==> src/rtl/sync_pkg.sv <==
// Shared types and defaults for the synchronizer consumer stage.
package sync_pkg;

  // Debounce FSM states: settled low, qualifying a rise, settled high, qualifying a fall.
  typedef enum logic [1:0] {
    STABLE_LO,
    CHK_HI,
    STABLE_HI,
    CHK_LO
  } state_e;

  localparam int unsigned DEF_STABLE_CYCLES = 4;
  localparam int unsigned DEF_GLITCH_W      = 8;

endpackage

==> src/rtl/sat_counter.sv <==
// Saturating up-counter with a synchronous clear that takes priority over increment.
module sat_counter #(
  parameter int unsigned W = 8
) (
  input  logic         clk,
  input  logic         rst,
  input  logic         inc,
  input  logic         clr,
  output logic [W-1:0] cnt
);

  localparam logic [W-1:0] CNT_MAX = '1;

  logic [W-1:0] cnt_q;

  // Clear beats increment; increment stops at all-ones instead of wrapping.
  always_ff @(posedge clk or posedge rst) begin
    if (rst) begin
      cnt_q <= '0;
    end else if (clr) begin
      cnt_q <= '0;
    end else if (inc && (cnt_q != CNT_MAX)) begin
      cnt_q <= cnt_q + 1'b1;
    end
  end

  assign cnt = cnt_q;

endmodule

==> src/rtl/sync_debounce_edge.sv <==
// Debounces an already-synchronized level, produces rise/fall pulses and
// counts rejected glitches.
module sync_debounce_edge
  import sync_pkg::*;
#(
  parameter int unsigned STABLE_CYCLES = DEF_STABLE_CYCLES,
  parameter int unsigned CNT_W         = $clog2(STABLE_CYCLES) + 1,
  parameter int unsigned GLITCH_W      = DEF_GLITCH_W
) (
  input  logic                clk,
  input  logic                rst,
  input  logic                sync_in,
  input  logic                glitch_clr,
  output logic                level_out,
  output logic                rise_pulse,
  output logic                fall_pulse,
  output logic [GLITCH_W-1:0] glitch_cnt
);

  // Count value reached on the sample just before the accepting one.
  localparam logic [CNT_W-1:0] CNT_LAST = CNT_W'(STABLE_CYCLES - 1);

  state_e           state_q, state_d;
  logic [CNT_W-1:0] cnt_q, cnt_d;
  logic             level_q, level_d;
  logic             rise_q, rise_d;
  logic             fall_q, fall_d;
  logic             glitch_inc;

  // State, stability counter and registered outputs.
  always_ff @(posedge clk or posedge rst) begin
    if (rst) begin
      state_q <= STABLE_LO;
      cnt_q   <= '0;
      level_q <= 1'b0;
      rise_q  <= 1'b0;
      fall_q  <= 1'b0;
    end else begin
      state_q <= state_d;
      cnt_q   <= cnt_d;
      level_q <= level_d;
      rise_q  <= rise_d;
      fall_q  <= fall_d;
    end
  end

  // Next-state logic; pulses default low so they only last one cycle.
  always_comb begin
    state_d    = state_q;
    cnt_d      = cnt_q;
    level_d    = level_q;
    rise_d     = 1'b0;
    fall_d     = 1'b0;
    glitch_inc = 1'b0;
    unique case (state_q)
      STABLE_LO: begin
        if (sync_in) begin
          state_d = CHK_HI;
          cnt_d   = CNT_W'(1);
        end
      end
      CHK_HI: begin
        if (!sync_in) begin
          state_d    = STABLE_LO;
          cnt_d      = '0;
          glitch_inc = 1'b1;
        end else if (cnt_q == CNT_LAST) begin
          state_d = STABLE_HI;
          cnt_d   = '0;
          level_d = 1'b1;
          rise_d  = 1'b1;
        end else begin
          cnt_d = cnt_q + 1'b1;
        end
      end
      STABLE_HI: begin
        if (!sync_in) begin
          state_d = CHK_LO;
          cnt_d   = CNT_W'(1);
        end
      end
      CHK_LO: begin
        if (sync_in) begin
          state_d    = STABLE_HI;
          cnt_d      = '0;
          glitch_inc = 1'b1;
        end else if (cnt_q == CNT_LAST) begin
          state_d = STABLE_LO;
          cnt_d   = '0;
          level_d = 1'b0;
          fall_d  = 1'b1;
        end else begin
          cnt_d = cnt_q + 1'b1;
        end
      end
      default: begin
        state_d = STABLE_LO;
        cnt_d   = '0;
      end
    endcase
  end

  sat_counter #(
    .W (GLITCH_W)
  ) u_glitch_cnt (
    .clk (clk),
    .rst (rst),
    .inc (glitch_inc),
    .clr (glitch_clr),
    .cnt (glitch_cnt)
  );

  assign level_out  = level_q;
  assign rise_pulse = rise_q;
  assign fall_pulse = fall_q;

endmodule

==> config.mk <==
export PLATFORM = sky130hd
export DESIGN_NAME = sync_debounce_edge
export DESIGN_NICKNAME = d
export VERILOG_FILES = /design/src/rtl/sync_pkg.sv /design/src/rtl/sat_counter.sv /design/src/rtl/sync_debounce_edge.sv
export SDC_FILE = /design/constraint.sdc
export NUM_CORES = 1
export LEC_CHECK = 0
export CORE_UTILIZATION = 50
export DETAILED_ROUTE_END_ITERATION = 6
export GPL_TIMING_DRIVEN = 0
export PLACE_DENSITY = 0.86
export SKIP_LAST_GASP = 1
export SYNTH_ARGS = -nofsm -noshare
export SYNTH_HDL_FRONTEND = slang
export SYNTH_SLANG_ARGS = --single-unit
export TNS_END_PERCENT = 20
==> constraint.sdc <==
create_clock -name clk -period 3 [get_ports clk]
set_input_delay 0.9 -clock clk [delete_from_list [all_inputs] [get_ports clk]]
set_output_delay 0.9 -clock clk [all_outputs]
set_load 0.02 [all_outputs]
# [Word level (Yosys, flattened, before mapping)]
# Cells that the tools add are included.
[totals] register_bits=16 output_inout_bits=11 in_bits=4
[classes] addsub=2 reduce_logical=7 muxes=28 n_eq_ne=13
[op_table] cell="$mux 8" count=2
[op_table] cell="$mux 3" count=5
[op_table] cell="$mux 2" count=6
[op_table] cell="$ne 2x2->1 const B" count=6
[op_table] cell="$pmux 3 s4" count=1
[op_table] cell="$mux 1" count=11
[op_table] cell="$add 8x1->8 const B" count=1
[op_table] cell="$ne 8x8->1 const B" count=1
[op_table] cell="$pmux 2 s4" count=1
[op_table] cell="$ne 3x3->1 const B" count=2
[op_table] cell="$reduce_and 5->1" count=1
[op_table] cell="$eq 2x2->1 const B" count=2
[op_table] cell="$pmux 1 s2" count=2
[op_table] cell="$reduce_and 4->1" count=1
[op_table] cell="$reduce_bool 2->1" count=2
[op_table] cell="$add 3x1->3 const B" count=1
[op_table] cell="$eq 3x2->1 const B" count=1
[op_table] cell="$eq 2x1->1 const B" count=1
[op_table] cell="$logic_not 2->1" count=1
[op_table] cell="$reduce_and 2->1" count=1
[op_table] cell="$logic_and 1x1->1" count=1

# [Depth between registers and ports, before layout]
# Gate-level depths: netlist of run 1.
[logic_depth] word_depth=5 ltp_mapped=5

# [Hierarchy]
# From an unflattened synthesis of run 1, not the netlist that was laid out.
[unflattened] hier_cells=83 area_unflattened_um2=855.8
[by_module_without_submodules] mod="sat_counter" area_per_inst_um2=504.2 n_inst=1 cells_per_inst=49
[by_module_without_submodules] mod="sync_debounce_edge" area_per_inst_um2=351.6 n_inst=1 cells_per_inst=34

# [Worst setup path before layout of run 1]
# Ideal clock, no wire load.
[synth_path] path_kind="input -> register" from="in sync_in" to="reg u_glitch_cnt.cnt_q[5], in the netlist u_glitch_cnt.cnt[5]" cell_stages=4 setup_ns=0.078 path_buffers=0 setup_slack_ns=1.020 required_ns=2.922 arrival_ns=1.902 path_cell_list="xnor2_2 > o211ai_4 > or4_1 > a21oi_1"
[synth_between] elab_chain_len=4 word_cells_on_any_way=5 cone_classes="mux: 3; reduce/logical: 2"
[synth_lines] item="start: declaration" line_no="sync_debounce_edge.sv:12" rtl="input logic sync_in,"
[synth_lines] item="$mux 1 (on tied branches)" line_no="sync_debounce_edge.sv:83, sync_debounce_edge.sv:63"
[synth_lines] item="$pmux 1 s2 *" line_no="sync_debounce_edge.sv:55" rtl="unique case (state_q)"
[synth_lines] item="$logic_and 1x1->1 *" line_no="sat_counter.sv:22" rtl="end else if (inc && (cnt_q != CNT_MAX)) begin"
[synth_lines] item="$reduce_bool 2->1 (no line) *"
[synth_lines] item="end signal: assignment" line_no="sat_counter.sv:23" rtl="cnt_q <= cnt_q + 1'b1;"
[synth_lines] item="end: declaration" line_no="sat_counter.sv:14" rtl="logic [W-1:0] cnt_q;"
# Every way passes the cells marked *; elsewhere a longest branch is shown, timed or not.
# A chain may end at the register's enable or synchronous reset.

# [Final worst setup path of run 1]
# Same ends and word-level chain as after synthesis.

==> summary.md, run 1 <==
| Metric | Value |
|---|---|
| Area delta synth->final | 23.4% |
| Largest net degree at the start of global routing | 17 |
| Final setup margin | 0.572 ns |
| Clock Pin Slew Worst Setup and Hold Paths | 0.09 ns |
| Sequential Power Share | 0.457 |
| DR iter-0 viols | 16 |
| Critical Path RT | 3.21 ns |
| DP Wirelength | 1120 um |
| Hold Startpoint | cnt_q[1]$_DFFE_PP0P_ |
| Async S/R FF share, synth | 1.00 |
| Int Pwr | 0.422 mW |
| Synthesized instance count | 78 |
| RSZ-0062 raised after global routing | no |
| Initial antenna violation count | 0 |
| Sink Count | 16 |
| Row Count | 13 |
| Post-synthesis sequential area ratio | 0.506 |
| Adder and majority cell fraction of the synthesized area | 0.0316 |
| Die Wd | 41.8 um |
| Peak VDD IR | 0.519 mV |
| Clock Latency Late Sink | 0.27 ns |
| Switching Share | 0.356 |
| I/O Pins | 15 |
| Post-CTS Setup Bufs | 0 |
| Vias per cell | 5.68 |
| Ant diodes | 0 |
| Cts hold-fix bufs | 0 |
| Final hold vios | 0 |
| FF/Latch Area | 400 um2 |
| FF+latch count, synth | 16 |
| Clock Skews | 0.00308 ns |
| Commonest non-fill, non-tap cell in the layout | dfrtp_1 |
| WS Path Type | in2reg |
| DP Area | 940 um2 |
| H-tree depth | 1 |
| Area share of and/or/nand/nor cells after synthesis | 0.245 |
| Final count of negative-setup-slack endpoints | 0 |
| Largest family of logic cells by synthesized area | simple AND/OR/NAND/NOR gates |
| Fraction of power consumed by combinational cells | 0.334 |
| Global-route wire length before repair | 2680 um |
| Max-Cap Viols | 0 |
| CP Capture Type | register |
| Synth Flop Type | dfrtp_1 |
| Max Buffers Root-to-Sink | 2 |
| # resized after CTS | 0 |
| Worst-path fanout max | 6 |
| Chip height | 41.8 um |
| Worst R2R Start | u_glitch_cnt.cnt[0]$_DFFE_PP0P_ |
| Multi-input logic area | 379 um2 |
| Total GRT Usage | 0.202 |
| Share of the synthesized area in the top cell type | 0.506 |
| Switch Pwr | 0.233 mW |
| Synth area leader | dfrtp_1 |
| Max-slew headroom | 0.608 |
| Leak pwr | 0.430 nW |
| Port buffer count | 13 |
| Hold Slack | 0.496 ns |
| Clk pwr share | 0.209 |
| GP Congestion | 0.743 |
| CP arrival | 2.64 ns |
| GRT overflow | 0 |
| Post-place setup slack | 0.303 ns |
| Kind of path behind the tightest hold check | reg2reg |
| Status | finished clean |
| Fin nets | 102 |
| Startpoint types | input port |
| Routed wire length | 1520 um |
| Clock tree root buffer cell | clkbuf_4 |
| Core area | 1380 um2 |
| Routed Antenna Nets | 0 |
| Pre-Repair DR Iteration Count | 5 |
| Number of global-route vias before repair | 604 |
| Peak Freq | 412 MHz |
| Max Transition Viols Final | 0 |
| Post-synth EDFFs | 0 |
| Pwr Density | 671 nW/um2 |
| CTS tree | done |
| CTS buffer count | 3 |
| Top post-synthesis cells by area | dfrtp_1, nand2_1, nor2_1 |
| Cell Chain, Critical Path | clkdlybuf4s50_1 > xnor2_2 > o211ai_4 > or4_1 > a21oi_1 |
| Setup TNS | 0 ns |
| Initial cell density of the core | 0.572 |
| Routed vias | 625 |
| Library cells used by synthesis | 29 |
| Crit path time final | 2.43 ns |
| WL/cell | 13.8 um |
| Netlist Area Pre-Place | 791 um2 |
| Die Area | 1740 um2 |
| Mux cell area share after synthesis | 0.0253 |
| Synth warnings | 0 |
| Crit share post-route | 0.809 |
| Commonest non-fill, non-tap cells in the layout | dfrtp_1, clkdlybuf4s50_1, nand2_1 |
| XOR/XNOR share of the synthesized area | 0.0427 |
| Critical Path Start | sync_in |
| Compound-Gate Fraction of Synth Area | 0.134 |
| Layout cells sized above 1 | 0.0737 |
| Final instance area | 976 um2 |
| CP max-delay cell | clkdlybuf4s50_1 |
| Synth Net Count | 84 |
| DRC violations left | 0 |
| Syn avg cell area | 10.1 um2 |
| Max stage delay on crit path | 0.54 ns |
| Slew @ Worst Pin | 0.587 ns |
| # fillers | 112 |
==> kinds of logic (layout without fill, tap and decap cells) <==
| group | after synthesis | count (layout) |
|---|---|---|
| adders and majority gates | 2 | 2 |
| buffers and inverters | 3 | 20 |
| AOI/OAI and AO/OA | 15 | 15 |
| muxes | 2 | 2 |
| DFF | 16 | 16 |
| and+or+nand+nor | 37 | 37 |
| xor gates and xnor gates | 3 | 3 |
==> registers in the layout, summed over array words and instances (netlist names), named ones only <==
name              count
cnt_q                 3
state_q               1
level_out             1
rise_pulse            1
u_glitch_cnt.cnt      8
fall_pulse            1
==> power groups by stage <==
| stage | Sequential, mW | Clock, mW | Combinational (mW) |
|---|---|---|---|
| floorplan | 0.312 | 0 | 0.146 |
| global placement | 0.302 | 0 | 0.212 |
| detailed placement | 0.304 | 0 | 0.220 |
| CTS | 0.300 | 0.142 | 0.221 |
| global route | 0.306 | 0.153 | 0.247 |
| finish | 0.300 | 0.137 | 0.219 |
==> final timing paths <==
check                      slack (ns)  cells past startpoint                               to
setup / recovery                 0.57                      5  u_glitch_cnt.cnt[5]$_DFFE_PP0P_
max in group asynchronous        1.64                      2             cnt_q[0]$_DFFE_PP0P_
setup reg to reg                 1.26                      5  u_glitch_cnt.cnt[5]$_DFFE_PP0P_
hold reg to reg                  0.50                      2             cnt_q[1]$_DFFE_PP0P_
hold / removal                   0.50                      2             cnt_q[1]$_DFFE_PP0P_
min in group asynchronous        0.98                      2  u_glitch_cnt.cnt[3]$_DFFE_PP0P_
==> worst max-delay path: cells and delay by family <==
kind                   cells  cell delay (ns)
AO/OA/AOI/OAI              2             0.33
XOR/XNOR                   1             0.37
buffers and inverters      1             0.54
AND/OR/NAND/NOR            1             0.50
==> stage by stage <==
| step | cells | power, mW | utilization |
|---|---|---|---|
| after floorplan | 78 | 0.458 | - |
| after global placement | 106 | 0.515 | 0.680 |
| after detailed placement | 106 | 0.524 | 0.680 |
| after CTS | 110 | 0.663 | 0.706 |
| after global routing | 110 | 0.707 | 0.706 |
| final | 110 | 0.655 | 0.706 |
==> per-layer routing <==
| layer | track usage | wire, um | vias up |
|---|---|---|---|
| li1 | - | - | 322 |
| met1 | 0.281 | 735 | 295 |
| met2 | 0.322 | 742 | 6 |
| met3 | 0.0391 | 25 | 2 |
| met4 | 0.0581 | 17 | 0 |
| met5 | 0 | 0 | - |
==> cells in the mapped netlist, types with 2 or more instances <==
master / count
a21oi_1: 4
nand3_1: 5
o21ai_0: 4
nor3_1: 2
xor2_1: 2
nor2_1: 7
dfrtp_1: 16
nor3b_1: 2
o31ai_1: 2
nand4_1: 2
nand2_1: 9
mux2i_1: 2
o21a_1: 2
and3_1: 2
or4_1: 2
ha_1: 2
==> cell type report <==
cell class              count  share of cell area
clock buffers               4              0.0372
multi-input cells          59               0.388
repair buffers             13               0.133
flip-flops and latches     16               0.410
inverters                   1             0.00385
well taps                  15              0.0192
plain buffers               2             0.00769
Note: power is estimated with default switching activity, not from simulation.
==> inputs of run 2 (changes only) <==
--- a/config.mk
+++ b/config.mk
@@ -5,10 +5,10 @@
 export SDC_FILE = /design/constraint.sdc
 export NUM_CORES = 1
 export LEC_CHECK = 0
-export CORE_UTILIZATION = 50
+export CORE_UTILIZATION = 49
 export DETAILED_ROUTE_END_ITERATION = 6
 export GPL_TIMING_DRIVEN = 0
-export PLACE_DENSITY = 0.86
+export PLACE_DENSITY = 0.85
 export SKIP_LAST_GASP = 1
 export SYNTH_ARGS = -nofsm -noshare
 export SYNTH_HDL_FRONTEND = slang
==> constraint.sdc (replaced) <==
create_clock -name clk -period 2.4 [get_ports clk]
set_input_delay 0.72 -clock clk [delete_from_list [all_inputs] [get_ports clk]]
set_output_delay 0.72 -clock clk [all_outputs]
set_load 0.02 [all_outputs]
==> summary.md, run 2 (synthesis gave the netlist of run 1 again) <==
| Metric | Value |
|---|---|
| Initial cell density of the core | 0.525 (-0.0470) |
| Clock tree root buffer cell | clkbuf_4 |
| Row Count | 14 (+1) |
| Commonest non-fill, non-tap cell in the layout | dfrtp_1 |
| Post-place setup slack | -0.155 ns (-0.459 ns) |
| CP arrival | 2.47 ns (-0.17 ns) |
| Routed wire length | 1600 um (+5.1%) |
| Total GRT Usage | 0.209 (+0.00653) |
| CTS tree | done |
| Reg-to-reg slack, setup | 0.63 ns (-0.63 ns) |
| Leak pwr | 0.430 nW (unchanged) |
| Core area | 1510 um2 (+9.0%) |
| CP max-delay cell | clkdlybuf4s50_1 |
| Global-route wire length before repair | 2700 um (+1.0%) |
| Layout cells sized above 1 | 0.0737 (unchanged) |
| Slew @ Worst Pin | 0.606 ns (+0.0193 ns) |
| Critical Path RT | 2.61 ns (-0.60 ns) |
| Clock Pin Slew Worst Setup and Hold Paths | 0.10 ns (about the same) |
| Post-CTS Setup Bufs | 0 (unchanged) |
| GP Congestion | 0.746 (+0.39%) |
| Worst-path fanout max | 6 (unchanged) |
| Final count of negative-setup-slack endpoints | 0 (unchanged) |
| Max stage delay on crit path | 0.54 ns (about the same) |
| Peak VDD IR | 0.515 mV (-0.81%) |
| CTS buffer count | 3 (unchanged) |
| # fillers | 128 (+14%) |
| Fin nets | 102 (unchanged) |
| WS Path Type | in2reg |
| CP Capture Type | register |
| Commonest non-fill, non-tap cells in the layout | dfrtp_1, clkdlybuf4s50_1, nand2_1 |
| Die Wd | 42.2 um (+0.96%) |
| Max Transition Viols Final | 0 (unchanged) |
| H-tree depth | 1 (unchanged) |
| Status | finished clean |
| Cts hold-fix bufs | 0 (unchanged) |
| RSZ-0062 raised after global routing | no |
| Cell Chain, Critical Path | clkdlybuf4s50_1 > xnor2_2 > o211ai_4 > or4_1 > a21oi_1 |
| Max Buffers Root-to-Sink | 2 (unchanged) |
| Clock Skews | 0.00856 ns (+0.00548 ns) |
| Pwr Total | 0.834 mW (+27%) |
| FF/Latch Area | 400 um2 (unchanged) |
| Max-slew headroom | 0.595 (-0.0129) |
| Fin util | 0.649 (-0.0572) |
| Kind of path behind the tightest hold check | reg2reg |
| GRT overflow | 0 (unchanged) |
| Peak Freq | 443 MHz |
| # resized after CTS | 0 (unchanged) |
| Worst hold stages | 1 (-1) |
| WL/cell | 14.4 um (+4.1%) |
| Final setup margin | 0.144 ns (-0.429 ns) |
| Largest net degree at the start of global routing | 17 (unchanged) |
| Max-Cap Viols | 0 (unchanged) |
| Routed Antenna Nets | 0 (unchanged) |
| Crit share post-route | 0.940 |
| Routed vias | 663 (+6.1%) |
| Sink Count | 16 (unchanged) |
| DP Wirelength | 1130 um (+0.53%) |
| DRC violations left | 0 (unchanged) |
| Startpoint types | input port |
| Clock Latency Late Sink | 0.29 ns (+0.02 ns) |
| Area delta synth->final | 23.6% |
| Setup TNS | 0 ns (unchanged) |
| Vias per cell | 5.97 (+5.1%) |
| I/O Pins | 15 (unchanged) |
| Die Area | 1780 um2 (+1.9%) |
| DR iter-0 viols | 25 (+9) |
| Port buffer count | 13 (unchanged) |
| Crit path time final | 2.26 ns |
| Pwr Density | 854 nW/um2 (+27%) |
| Chip height | 42.2 um (+0.96%) |
| R2R depth | 5 (unchanged) |
| Pre-Repair DR Iteration Count | 4 (-1) |
| Initial antenna violation count | 0 (unchanged) |
| Multi-input logic area | 379 um2 (unchanged) |
| Number of global-route vias before repair | 623 (+3.1%) |
| Ant diodes | 0 (unchanged) |
| Final hold vios | 0 (unchanged) |
| Largest register FFs | 8 (unchanged) |
## run 2: report_power, final
part	internal, mW	total (mW)	switching (mW)
sequential	0.317	0.378	0.0610
combinational	0.120	0.278	0.159
clock	0.0925	0.178	0.0854
## run 2: critical path, delay by kind of cell
| kind | cells | cell delay (ns) |
|---|---|---|
| buffers and inverters | 1 | 0.54 |
| xor gates and xnor gates | 1 | 0.36 |
| AOI/OAI and AO/OA | 2 | 0.36 |
| and+or+nand+nor | 1 | 0.49 |
## run 2: cell type report
class                           instances  share of cell area
Multi-Input combinational cell         59               0.388
Buffer                                  2             0.00768
Clock buffer                            4              0.0371
Timing Repair Buffer                   13               0.133
Tap cell                               16              0.0205
Inverter                                1             0.00384
Sequential cell                        16               0.410
## run 2: stage by stage
step           instance area, um2  hold WS (ns)  instances
2_1_floorplan                 791         0.450         78
3_3_place_gp                  941         0.462        107
3_5_place_dp                  941         0.483        107
4_1_cts                       977         0.503        111
5_1_grt                       977         0.525        111
6_report                      977         0.503        111
## run 2: path summary, 6_finish.rpt
check                                                      from                               to
min in group asynchronous                                   rst  u_glitch_cnt.cnt[0]$_DFFE_PP0P_
worst max register to register  u_glitch_cnt.cnt[0]$_DFFE_PP0P_  u_glitch_cnt.cnt[5]$_DFFE_PP0P_
worst min register to register             cnt_q[2]$_DFFE_PP0P_             cnt_q[2]$_DFFE_PP0P_
worst max-delay path                                    sync_in  u_glitch_cnt.cnt[5]$_DFFE_PP0P_
max in group asynchronous                                   rst             cnt_q[2]$_DFFE_PP0P_
worst min-delay path                       cnt_q[2]$_DFFE_PP0P_             cnt_q[2]$_DFFE_PP0P_
## run 2: per-layer routing
layer,global-route usage,share of wire,vias to the layer above
li1,-,-,315
met1,0.251,0.44,326
met2,0.335,0.50,18
met3,0.0647,0.046,4
met4,0.106,0.018,0
met5,0,0,-
==> inputs of run 3 (changes only) <==
--- a/config.mk
+++ b/config.mk
@@ -5,10 +5,10 @@
 export SDC_FILE = /design/constraint.sdc
 export NUM_CORES = 1
 export LEC_CHECK = 0
-export CORE_UTILIZATION = 49
+export CORE_UTILIZATION = 44
 export DETAILED_ROUTE_END_ITERATION = 6
 export GPL_TIMING_DRIVEN = 0
-export PLACE_DENSITY = 0.85
+export PLACE_DENSITY = 0.81
 export SKIP_LAST_GASP = 1
 export SYNTH_ARGS = -nofsm -noshare
 export SYNTH_HDL_FRONTEND = slang
==> constraint.sdc (replaced) <==
create_clock -name clk -period 1.9 [get_ports clk]
set_input_delay 0.285 -clock clk [delete_from_list [all_inputs] [get_ports clk]]
set_output_delay 0.285 -clock clk [all_outputs]
set_load 0.02 [all_outputs]
==> summary.md, run 3 (synthesis gave the netlist of run 1 again) <==
| Metric | Value |
|---|---|
| Status | finished clean |
| Total GRT Usage | 0.171 (-0.0380) |
| Clock Latency Late Sink | 0.29 ns (about the same) |
| Slew @ Worst Pin | 0.597 ns (-0.00904 ns) |
| Pwr Density | 1050 nW/um2 (+24%) |
| Clk pwr share | 0.215 (+0.002) |
| Sink Count | 16 (unchanged) |
| DP Wirelength | 1090 um (-3.5%) |
| Largest register FFs | 8 (unchanged) |
| Vias per cell | 5.32 (-11%) |
| Clock Skews | 0.00305 ns (-0.00551 ns) |
| Fin util | 0.619 (-0.0294) |
| Row Count | 14 (unchanged) |
| Final count of negative-setup-slack endpoints | 0 (unchanged) |
| Die Wd | 44.4 um (+5.3%) |
| Kind of path behind the tightest hold check | in2async |
| Pwr Total | 1.04 mW (+25%) |
| WS Path Type | in2reg |
| Core area | 1590 um2 (+5.8%) |
| Post-CTS Setup Bufs | 0 (unchanged) |
| H-tree depth | 1 (unchanged) |
| Clock tree root buffer cell | clkbuf_4 |
| Max-slew headroom | 0.601 (+0.00604) |
| Max-Cap Viols | 0 (unchanged) |
| CP Capture Type | register |
| CTS tree | done |
| Peak Freq | 561 MHz |
| Startpoint types | input port |
| CP arrival | 2.00 ns (-0.47 ns) |
| Worst-path fanout max | 6 (unchanged) |
| Switch Pwr | 0.375 mW (+23%) |
| Crit path time final | 1.78 ns |
| Int Pwr | 0.666 mW (+26%) |
| Layout Cells excl Fill | 119 (+7.2%) |
| Routed vias | 633 (-4.5%) |
| Global-route wire length before repair | 2370 um (-13%) |
| Switching Share | 0.360 (-0.00591) |
| Largest net degree at the start of global routing | 17 (unchanged) |
| DRC violations left | 0 (unchanged) |
| Commonest non-fill, non-tap cells in the layout | dfrtp_1, clkdlybuf4s50_1, nand2_1 |
| Critical Path RT | 2.12 ns (-0.49 ns) |
| Sequential Power Share | 0.454 (about the same) |
| Area delta synth->final | 24.8% |
| Leak pwr | 0.430 nW (unchanged) |
| Clock Pin Slew Worst Setup and Hold Paths | 0.09 ns (about the same) |
| Max Buffers Root-to-Sink | 2 (unchanged) |
| Initial antenna violation count | 0 (unchanged) |
| GRT overflow | 0 (unchanged) |
| Fin nets | 102 (unchanged) |
| GP Congestion | 0.769 (+3.1%) |
| Routed wire length | 1500 um (-6.3%) |
| Pre-Repair DR Iteration Count | 4 (unchanged) |
| Layout cells sized above 1 | 0.0737 (unchanged) |
| I/O Pins | 15 (unchanged) |
| Final hold vios | 0 (unchanged) |
| Initial cell density of the core | 0.496 (-0.0288) |
| Dpl cells | 115 (+7.5%) |
| Ant diodes | 0 (unchanged) |
| Chip height | 44.4 um (+5.3%) |
| RSZ-0062 raised after global routing | no |
| Routed Antenna Nets | 0 (unchanged) |
| # resized after CTS | 0 (unchanged) |
| Commonest non-fill, non-tap cell in the layout | dfrtp_1 |
| Peak VDD IR | 1.08 mV (+110%) |
| Port buffer count | 13 (unchanged) |
| Crit share post-route | 0.938 |
| Fraction of power consumed by combinational cells | 0.331 (-0.003) |
| CTS buffer count | 3 (unchanged) |
| Max Transition Viols Final | 0 (unchanged) |
| Setup TNS | 0 ns (unchanged) |
| Die Area | 1970 um2 (+11%) |
| DR iter-0 viols | 21 (-16%) |
| Number of global-route vias before repair | 539 (-13%) |
| Cts hold-fix bufs | 0 (unchanged) |
| WL/cell | 12.6 um (-13%) |
## run 3: cell counts in the layout (fill, tap and decap cells not counted)
No cell type changed its count.
## run 3: power by group through the flow
| stage | clock network [mW] | registers (mW) | logic [mW] |
|---|---|---|---|
| after detailed placement | 0 | 0.481 | 0.342 |
| after global routing | 0.243 | 0.482 | 0.381 |
| after floorplan | 0 | 0.492 | 0.230 |
| after CTS | 0.231 | 0.474 | 0.345 |
| after global placement | 0 | 0.478 | 0.334 |
| final | 0.224 | 0.473 | 0.344 |
## run 3: layout make-up
cell class	instances	area (um2)
Timing Repair Buffer	13	130
Multi-Input combinational cell	59	379
Buffer	2	7.51
Sequential cell	16	400
Inverter	1	3.75
Tap cell	24	30.0
Fill cell	132	607
Clock buffer	4	36.3
## run 3: metal layers
metal  global-route usage  wire length [um]
met3               0.0490                56
met4                0.103                31
met5                    0                 0
met2                0.229               651
met1                0.243               758
## run 3: worst max-delay path, stage by stage
cell and delay (ns):
clkdlybuf4s50_1 0.54, xnor2_2 0.36, o211ai_4 0.17, or4_1 0.49, a21oi_1 0.16
## run 3: stage by stage
| stage | area (um2) | setup slack, ns | hold slack, ns |
|---|---|---|---|
| CTS | 987 | 0.130 | 0.360 |
| floorplan | 791 | 0.219 | 0.199 |
| global placement | 951 | -0.157 | 0.473 |
| detailed placement | 951 | -0.162 | 0.495 |
| global route | 987 | 0.0204 | 0.378 |
| finish | 987 | 0.119 | 0.365 |
## run 3: final timing paths
path,from,endpoint,slack [ns],cells after the start
max,sync_in,u_glitch_cnt.cnt[5]$_DFFE_PP0P_,0.12,5
min,rst,u_glitch_cnt.cnt[3]$_DFFE_PP0P_,0.37,2
max reg2reg,u_glitch_cnt.cnt[0]$_DFFE_PP0P_,u_glitch_cnt.cnt[5]$_DFFE_PP0P_,0.19,5
min reg2reg,cnt_q[1]$_DFFE_PP0P_,cnt_q[1]$_DFFE_PP0P_,0.51,2
max in group asynchronous,rst,state_q[0]$_DFFE_PP0P_,1.14,2
min in group clk,glitch_clr,u_glitch_cnt.cnt[7]$_DFFE_PP0P_,0.37,2
